### config.mk
export PLATFORM = sky130hd
export DESIGN_NAME = d_jb_predict
export DESIGN_NICKNAME = d
export VERILOG_FILES = /design/src/rtl/d_jb_predict_pkg.sv /design/src/rtl/d_jb_bht.sv /design/src/rtl/d_jb_predict.sv
export SDC_FILE = /design/constraint.sdc
export NUM_CORES = 1
export LEC_CHECK = 0
export BUFFER_PORTS_ARGS = -buffer_cell sky130_fd_sc_hd__buf_4
export CAP_MARGIN = 30
export CORE_ASPECT_RATIO = 0.75
export CORE_MARGIN = 4
export CORE_UTILIZATION = 35
export DETAILED_ROUTE_END_ITERATION = 16
export PLACE_DENSITY = 0.78
export SLEW_MARGIN = 15
export SYNTH_ARGS = -nofsm -noshare
export SYNTH_HDL_FRONTEND = slang
export SYNTH_SLANG_ARGS = --single-unit
### constraint.sdc
create_clock -name i_clk -period 2.64 [get_ports i_clk]
set_input_delay 0.132 -clock i_clk [delete_from_list [all_inputs] [get_ports i_clk]]
set_output_delay 0.132 -clock i_clk [all_outputs]
set_load 0.005 [all_outputs]
### src/rtl/d_jb_predict_pkg.sv
// Shared decode constants, branch/jump code enums and BHT clear-FSM states.
package d_jb_predict_pkg;

  localparam logic [5:0] OP_SPECIAL = 6'b000000;
  localparam logic [5:0] OP_REGIMM  = 6'b000001;
  localparam logic [5:0] OP_J       = 6'b000010;
  localparam logic [5:0] OP_JAL     = 6'b000011;
  localparam logic [5:0] OP_BEQ     = 6'b000100;
  localparam logic [5:0] OP_BNE     = 6'b000101;
  localparam logic [5:0] OP_BLEZ    = 6'b000110;
  localparam logic [5:0] OP_BGTZ    = 6'b000111;
  localparam logic [5:0] FN_JR      = 6'b001000;

  typedef enum logic [2:0] {
    BOP_NONE = 3'd0,
    BOP_BEQ  = 3'd1,
    BOP_BNE  = 3'd2,
    BOP_BLEZ = 3'd3,
    BOP_BGTZ = 3'd4,
    BOP_BLTZ = 3'd5,
    BOP_BGEZ = 3'd6
  } bop_e;

  typedef enum logic [1:0] {
    JMP_NONE = 2'b00,
    JMP_J    = 2'b01,
    JMP_JR   = 2'b10
  } jump_e;

  typedef enum logic {
    ST_CLEAR = 1'b0,
    ST_IDLE  = 1'b1
  } bht_state_e;

endpackage

### src/rtl/d_jb_bht.sv
// Branch history table: 2^IDX_W saturating counters, clear walk FSM and update.
// Only built when D_JB_BHT_EN is defined.
`ifdef D_JB_BHT_EN
module d_jb_bht
  import d_jb_predict_pkg::*;
#(
  parameter int IDX_W = 6,
  parameter int CNT_W = 2
) (
  input  logic             i_clk,
  input  logic             i_rst_n,
  input  logic [IDX_W-1:0] i_rd_idx,
  output logic             o_rd_msb,
  input  logic             i_upd_valid,
  input  logic [IDX_W-1:0] i_upd_idx,
  input  logic             i_upd_taken,
  input  logic             i_clr,
  output logic             o_busy
);

  localparam int DEPTH = 1 << IDX_W;
  localparam logic [CNT_W-1:0] CNT_MAX  = {CNT_W{1'b1}};
  localparam logic [CNT_W-1:0] CNT_WEAK = {1'b0, {(CNT_W-1){1'b1}}};

  logic [CNT_W-1:0] cnt_mem [DEPTH];

  bht_state_e       state_q, state_d;
  logic [IDX_W-1:0] ptr_q, ptr_d;
  logic             busy_q, busy_d;
  logic             wr_en;
  logic [IDX_W-1:0] wr_idx;
  logic [CNT_W-1:0] wr_data;
  logic [CNT_W-1:0] upd_cnt;

  // Asynchronous read so a same-cycle lookup sees the pre-update value.
  assign upd_cnt  = cnt_mem[i_upd_idx];
  assign o_rd_msb = cnt_mem[i_rd_idx][CNT_W-1];
  assign o_busy   = busy_q;

  always_comb begin
    state_d = state_q;
    ptr_d   = ptr_q;
    wr_en   = 1'b0;
    wr_idx  = i_upd_idx;
    wr_data = upd_cnt;
    case (state_q)
      ST_CLEAR: begin
        wr_en   = 1'b1;
        wr_idx  = ptr_q;
        wr_data = CNT_WEAK;
        if (i_clr) begin
          ptr_d = '0;
        end else if (ptr_q == {IDX_W{1'b1}}) begin
          state_d = ST_IDLE;
          ptr_d   = '0;
        end else begin
          ptr_d = ptr_q + 1'b1;
        end
      end
      default: begin
        if (i_upd_valid) begin
          wr_en = 1'b1;
          if (i_upd_taken)
            wr_data = (upd_cnt == CNT_MAX) ? upd_cnt : upd_cnt + 1'b1;
          else
            wr_data = (upd_cnt == '0) ? upd_cnt : upd_cnt - 1'b1;
        end
        if (i_clr) begin
          state_d = ST_CLEAR;
          ptr_d   = '0;
        end
      end
    endcase
    busy_d = (state_d == ST_CLEAR);
  end

  always_ff @(posedge i_clk) begin
    if (!i_rst_n) begin
      state_q <= ST_CLEAR;
      ptr_q   <= '0;
      busy_q  <= 1'b1;
    end else begin
      state_q <= state_d;
      ptr_q   <= ptr_d;
      busy_q  <= busy_d;
    end
  end

  always_ff @(posedge i_clk) begin
    if (wr_en && i_rst_n)
      cnt_mem[wr_idx] <= wr_data;
  end

endmodule
`endif

### src/rtl/d_jb_predict.sv
// Decode-stage jump/branch decode, direction prediction and perf counters.
// Define D_JB_BHT_EN to build the dynamic BHT; otherwise prediction is static.
module d_jb_predict
  import d_jb_predict_pkg::*;
#(
  parameter int IDX_W  = 6,
  parameter int CNT_W  = 2,
  parameter int PERF_W = 16
) (
  input  logic              i_clk,
  input  logic              i_rst_n,
  input  logic              i_con_valid,
  input  logic [5:0]        i_con_instru,
  input  logic [5:0]        i_con_func,
  input  logic              i_con_rt,
  input  logic              i_con_offs_neg,
  input  logic [31:0]       i_con_pc,
  input  logic              i_upd_valid,
  input  logic [31:0]       i_upd_pc,
  input  logic              i_upd_taken,
  input  logic              i_upd_mispred,
  input  logic              i_bht_clr,
  output logic [1:0]        o_con_jump,
  output logic [2:0]        o_con_bop,
  output logic              o_con_aluPC4,
  output logic              o_con_is_br,
  output logic              o_con_pred_taken,
  output logic              o_bht_busy,
  output logic [PERF_W-1:0] o_br_cnt,
  output logic [PERF_W-1:0] o_mis_cnt
);

  jump_e             jump;
  bop_e              bop;
  logic              link_pc4;
  logic              is_br;
  logic [PERF_W-1:0] br_cnt_q, br_cnt_d;
  logic [PERF_W-1:0] mis_cnt_q, mis_cnt_d;

  always_comb begin
    jump     = JMP_NONE;
    bop      = BOP_NONE;
    link_pc4 = 1'b0;
    if (i_con_valid) begin
      case (i_con_instru)
        OP_BEQ:    bop = BOP_BEQ;
        OP_BNE:    bop = BOP_BNE;
        OP_BLEZ:   bop = BOP_BLEZ;
        OP_BGTZ:   bop = BOP_BGTZ;
        OP_REGIMM: bop = i_con_rt ? BOP_BGEZ : BOP_BLTZ;
        OP_J:      jump = JMP_J;
        OP_JAL: begin
          jump     = JMP_J;
          link_pc4 = 1'b1;
        end
        OP_SPECIAL: if (i_con_func == FN_JR) jump = JMP_JR;
        default: ;
      endcase
    end
  end

  assign is_br        = (bop != BOP_NONE);
  assign o_con_jump   = jump;
  assign o_con_bop    = bop;
  assign o_con_aluPC4 = link_pc4;
  assign o_con_is_br  = is_br;

`ifdef D_JB_BHT_EN
  logic bht_msb;
  logic bht_busy;
  logic unused_pc_bits;

  d_jb_bht #(
    .IDX_W(IDX_W),
    .CNT_W(CNT_W)
  ) u_bht (
    .i_clk       (i_clk),
    .i_rst_n     (i_rst_n),
    .i_rd_idx    (i_con_pc[IDX_W+1:2]),
    .o_rd_msb    (bht_msb),
    .i_upd_valid (i_upd_valid),
    .i_upd_idx   (i_upd_pc[IDX_W+1:2]),
    .i_upd_taken (i_upd_taken),
    .i_clr       (i_bht_clr),
    .o_busy      (bht_busy)
  );

  // While the table is being walked its contents are stale, so fall back to static.
  assign o_con_pred_taken = is_br & (bht_busy ? i_con_offs_neg : bht_msb);
  assign o_bht_busy       = bht_busy;
  assign unused_pc_bits   = ^{i_con_pc[31:IDX_W+2], i_con_pc[1:0],
                              i_upd_pc[31:IDX_W+2], i_upd_pc[1:0]};
`else
  logic unused_bht_inputs;

  assign o_con_pred_taken  = is_br & i_con_offs_neg;
  assign o_bht_busy        = 1'b0;
  assign unused_bht_inputs = ^{i_con_pc, i_upd_pc, i_upd_taken, i_bht_clr};
`endif

  always_comb begin
    br_cnt_d  = br_cnt_q + PERF_W'(i_upd_valid);
    mis_cnt_d = mis_cnt_q + PERF_W'(i_upd_valid & i_upd_mispred);
  end

  always_ff @(posedge i_clk) begin
    if (!i_rst_n) begin
      br_cnt_q  <= '0;
      mis_cnt_q <= '0;
    end else begin
      br_cnt_q  <= br_cnt_d;
      mis_cnt_q <= mis_cnt_d;
    end
  end

  assign o_br_cnt  = br_cnt_q;
  assign o_mis_cnt = mis_cnt_q;

endmodule
==> results of run 1 <==
[sequential cells by signal, indices dropped and copies added (netlist names)]
name	cells
o_mis_cnt	16
o_br_cnt	16
[power by group]
part	internal, W	switching (W)	total [W]
registers	0.000488	0.00000470	0.000493
logic	0.0000364	0.0000302	0.0000666
clock network	0.000333	0.000176	0.000509
total	0.000857	0.000211	0.00107
[metrics by stage]
stage | hold slack (ns) | cell area, um^2 | cells
global placement | 0.455 | 2130 | 295
global route | 0.179 | 2260 | 303
detailed placement | 0.467 | 2130 | 295
finish | 0.177 | 2260 | 303
CTS | 0.168 | 2260 | 303
floorplan | 0.287 | 1670 | 187
[kinds of logic (layout without fill, tap and decap cells)]
logic type               count (synthesis)  in the layout  share of synthesized area [%]
AO/OA/AOI/OAI                           30             30                           10.2
adder cells (fa/ha/maj)                  4              4                           2.99
AND/OR/NAND/NOR                         92             92                           35.4
flip-flops                              32             32                           38.3
XOR/XNOR                                 7              7                           3.66
other                                    1              1                          0.224
buffers and inverters                   12             71                           3.89
multiplexers                             9              9                           5.39
[layout make-up]
type | count | area, um^2
clock buffer | 7 | 96.3
clock inverter | 1 | 30.0
fill | 422 | 2290
inverter | 5 | 18.8
multi-input combinational | 143 | 967
sequential | 32 | 641
tap | 57 | 71.3
timing repair buffer | 58 | 435
[worst max-delay path, delay by kind of cell, from the launching register on]
kind | cells | cell delay, ns
adders and majority gates | 2 | 0.38
and+or+nand+nor | 2 | 0.74
AOI/OAI and AO/OA | 1 | 0.18
DFF | 1 | 0.34
[worst paths after layout]
kind	slack, ns	to	depth (start not counted)	start
worst min register to register	0.48	o_br_cnt[15]	2	o_br_cnt[15]
worst min-delay path	0.18	o_br_cnt[0]	3	i_upd_valid
worst max register to register	0.94	o_mis_cnt[10]	5	o_mis_cnt[0]
worst max-delay path	0.94	o_mis_cnt[10]	5	o_mis_cnt[0]
[per-layer routing]
metal,wire (um),part of all wire (%)
met5,0,0
met4,48,1.2
met3,345,8.8
met2,1760,45
met1,1790,45
[synthesized netlist by cell type]
library cell,count
buf_1,1
dfxtp_1,32
nor2b_1,2
xor2_1,4
xnor2_1,3
or4_1,7
nor2_1,9
and3_1,3
buf_2,1
buf_6,2
nand4_1,4
conb_1,1
nand4_4,1
nand3_1,13
inv_1,3
ha_1,4
and2_1,7
o31ai_1,7
or4b_1,1
a21oi_1,15
o21ai_0,5
nor4_1,2
or3_1,6
nand4_2,2
nand2b_1,9
clkbuf_1,2
o21a_1,1
buf_4,1
inv_2,2
o21ai_1,2
nor4_2,8
mux2i_1,9
nand2_1,16
nor4b_1,2
==> flow_summary.ini, run 1 <==
[clock_tree]
insertion_delay_ns = 0.28
cts_resized = 0
clockBufferDepth = 2
clockRootBuffer = clkbuf_8
cts.clk_slew.worst_paths_ns = 0.07
cts.sinks = 32
hold_buffers = 0
htree_levels = 2
numCtsBuffers = 5
post-cts-setup-buffers = 0
tritoncts = done

[detailed_routing]
vias_per_cell = 5.19
wl_per_cell_um = 13.0
drcViolationCount = 0
drt-total-wl_um = 3940
drtPass1Iterations = 4
via_count = 1572
drtAntennaViolNets = 0
drt_iter0_drc = 101

[timing]
skew_ns = 0.00662
hold_viol = 0
max_freq_mhz = 587
final_max_slew_viol_count = 0
finalWorstSetupSlack_ns = 0.937
rsz0062_at_grt = no
tns_ns = 0
finalCritPeriodShare_pct = 64.5
fin_crit_ns = 1.70
setup_viol = 0

[grt]
top_usage_layer = met2
first_global_vias = 1373
antenna_found_initial = 0
grt_usage_pct = 13.5
grt_pass1_wl_um = 6210
grt_remaining_overflow = 0
met1_usage_pct = 16.6
grt_max_degree = 24
use_met3_pct = 4.45
grt.met2_usage_pct = 21.6

[critical_path]
crit_top_cell = ha_1
crit_type = reg2reg
required_ns = 2.85
cp_slowest_cell = or4_1
path_cells = ha_1 > ha_1 > nand2_1 > or4_1 > a21oi_1
arrival_ns = 1.91
max_stage_delay_ns = 0.54
path_max_fanout = 8
start_kind = flop
worstSetupEndpointType = flop

[yosys]
avgSynthCellArea_um2 = 8.95
synth_seq_cells = 32
synth.distinct_cells = 34
yosysWarnings = 0
synth_top_area_cell = dfxtp_1
syn-cell-area_um2 = 1670
netlist.area_leader.share_pct = 38.3
synth.yosys.seq_area_share_pct = 38.3
synthCells = 187
synthTopCellsByArea = dfxtp_1 (38%), nor4_2 (6.0%), mux2i_1 (5.4%)
syn-num-nets = 276

[pwr]
max-vdd-ir-drop_mv = 0.432
power_density_nw_per_um2 = 473
p_total_w = 0.00107
p_leak_nw = 0.887

[floorplan]
die_w_um = 87.8
fp.dieH_um = 67.9
dieArea_um2 = 5960
ios = 126
initial_core_util_pct = 36.8
rows = 21
core_area_um2 = 4550

[cells_and_area]
most-common-layout-cells = buf_4 (58), dfxtp_1 (32), nand2_1 (16), a21oi_1 (15), nand3_1 (13)
layout_commonest_cell = buf_4
layout-drive-gt1-share_pct = 32.1
area_growth_pct = 35.1
utilization_pct = 49.7
final_nets = 334
antenna_cells = 0

[place]
post-place-ws_ns = 0.906
gp_congestion = 0.696
post-dp-hpwl_um = 2950
port_buffers = 58

[outcome]
status = finished clean

[hold_path]
hp-class = in2reg

[run]
maxCapViolCount = 0
Note: power is estimated with default switching activity, not from simulation.
==> run 2: changes to the inputs <==
Settings changed: PLACE_DENSITY 0.78 to 0.8.
Clock period 2.64 ns to 1.5 ns, I/O delays scaled along.
==> run 2 against run 1 <==
Effect of this change:
- non-clock buffer count increased by 21
- global-route usage is 0.93 points higher
- first-iteration DRC count shrank 52%
- critical path depth is 2 higher
- register-to-register slack got worse by 0.89 ns
- die area unchanged
- hold slack got worse by 0.033 ns
- clock power is 32% higher
- final cell count grew 6.9%
- critical path type unchanged
==> flow_summary.ini, run 2 (same netlist as run 1, synthesis figures left out) <==
[critical_path]
crit_start = o_mis_cnt[0]
r2r-start = o_mis_cnt[0]
worstSetupEndpointType = flop
arrival_ns = 1.67
start_kind = flop
crit_type = reg2reg
r2r_slack_ns = 0.04
required_ns = 1.71
path_max_fanout = 10

[hold_path]
hp-class = in2reg
hold_path.startpoint = i_upd_valid

[timing]
fin_crit_ns = 1.46
skew_ns = 0.00152
finalWorstSetupSlack_ns = 0.0431
max_freq_mhz = 686
hold_slack_ns = 0.143
setup_viol = 0
hold_viol = 0
finalCritPeriodShare_pct = 97.1
final_max_slew_viol_count = 0
rsz0062_at_grt = yes

[clock_tree]
clockRootBuffer = clkbuf_8
cts.clk_slew.worst_paths_ns = 0.06
insertion_delay_ns = 0.28
cts.sinks = 32
hold_buffers = 0
tritoncts = done
htree_levels = 2
clockBufferDepth = 2
numCtsBuffers = 5

[grt]
grt_pass1_wl_um = 6800
grt_max_degree = 24
antenna_found_initial = 0
first_global_vias = 1549
grt_remaining_overflow = 0
grt_usage_pct = 14.5

[detailed_routing]
via_count = 1629
drcViolationCount = 0
drtPass1Iterations = 4
drt_iter0_drc = 48
drt-total-wl_um = 4190
drtAntennaViolNets = 0
vias_per_cell = 5.03
wl_per_cell_um = 12.9

[floorplan]
fp.dieH_um = 67.9
initial_core_util_pct = 36.8
die_w_um = 87.8
dieArea_um2 = 5960
rows = 21
core_area_um2 = 4550
ios = 126

[cells_and_area]
final_nets = 355
layout_commonest_cell = buf_4
area_growth_pct = 47.7
layout.cells.non_filler = 324
antenna_cells = 0
most-common-layout-cells = buf_4 (77), dfxtp_1 (29), nand2_1 (15), a21oi_1 (14), nand3_1 (13)
utilization_pct = 54.4
fillCellCount = 441
layout-drive-gt1-share_pct = 40.8

[pwr]
clock_power_share_pct = 39.9
pwr-share-seq_pct = 51.7
p_int_w = 0.00132
power_density_nw_per_um2 = 681
p_leak_nw = 0.998
netSwitchingPower_w = 0.000368
switching_share_pct = 21.8
power_frac_comb_pct = 8.4
max-vdd-ir-drop_mv = 0.457

[place]
post-dp-hpwl_um = 3110
port_buffers = 58
post-place-ws_ns = -0.0612
gp_congestion = 0.773
dp.cells = 312

[run]
maxCapViolCount = 0

[outcome]
status = finished clean
==> run 2: cell count changes in the layout (fill, tap and decap cells not counted), moves of 2 or more <==
cell and change:
buf_4 +19, ha_1 -4, dfxtp_1 -3, dfxtp_2 +3
ha_4 +3, clkbuf_1 +2
==> run 2: repair_timing <==
action / CTS / global route
gates resized for setup: 8 / 7
setup endpoints to repair: 6 / 8
buffers inserted: 1 / 3
pin swaps: 0 / 4
endpoints found under the hold margin: 0 / 0
==> run 2: power groups by stage <==
stage	sequential [W]	combinational, W	clock [W]
6_report	0.000870	0.000141	0.000671
3_3_place_gp	0.000885	0.000132	0
4_1_cts	0.000868	0.000141	0.000705
5_1_grt	0.000871	0.000159	0.000738
2_1_floorplan	0.000886	0.0000504	0
3_5_place_dp	0.000885	0.000136	0
==> run 2: per-stage QoR <==
stage / setup TNS [ns] / cell area, um^2 / power [W]
after floorplan: -0.0222 / 1680 / 0.000937
after global placement: -0.0317 / 2280 / 0.00102
after detailed placement: -0.115 / 2280 / 0.00102
after CTS: -0.00599 / 2410 / 0.00171
after global routing: -0.0155 / 2470 / 0.00177
final: 0 / 2470 / 0.00168
==> run 2: final timing paths <==
kind,to,cells past startpoint
hold / removal,o_br_cnt[0],3
setup reg to reg,o_mis_cnt[5],7
hold reg to reg,o_br_cnt[15],2
setup / recovery,o_mis_cnt[5],7
==> run 2: layer usage <==
metal  wire length [um]  global-route usage (%)  share of wire, %
met1               1870                    18.0                45
met2               1910                    23.7                46
met3                343                    4.93               8.2
met4                 60                    4.60               1.4
met5                  0                       0                 0
==> run 2: layout make-up <==
class                   count  area [um^2]  area share (%)
multi-input cells         143         1040            42.0
clock buffers               8         90.1            3.65
flip-flops and latches     32          644            26.1
repair buffers             79          609            24.7
well taps                  57         71.3            2.89
inverters                   5         18.8           0.759
==> run 2: worst max-delay path: stages, from the launching register on <==
cell and delay (ns):
dfxtp_2 0.35, ha_4 0.14, buf_4 0.09, nand3_1 0.08, buf_6 0.16, buf_4 0.13
or3_1 0.30, a21oi_1 0.14
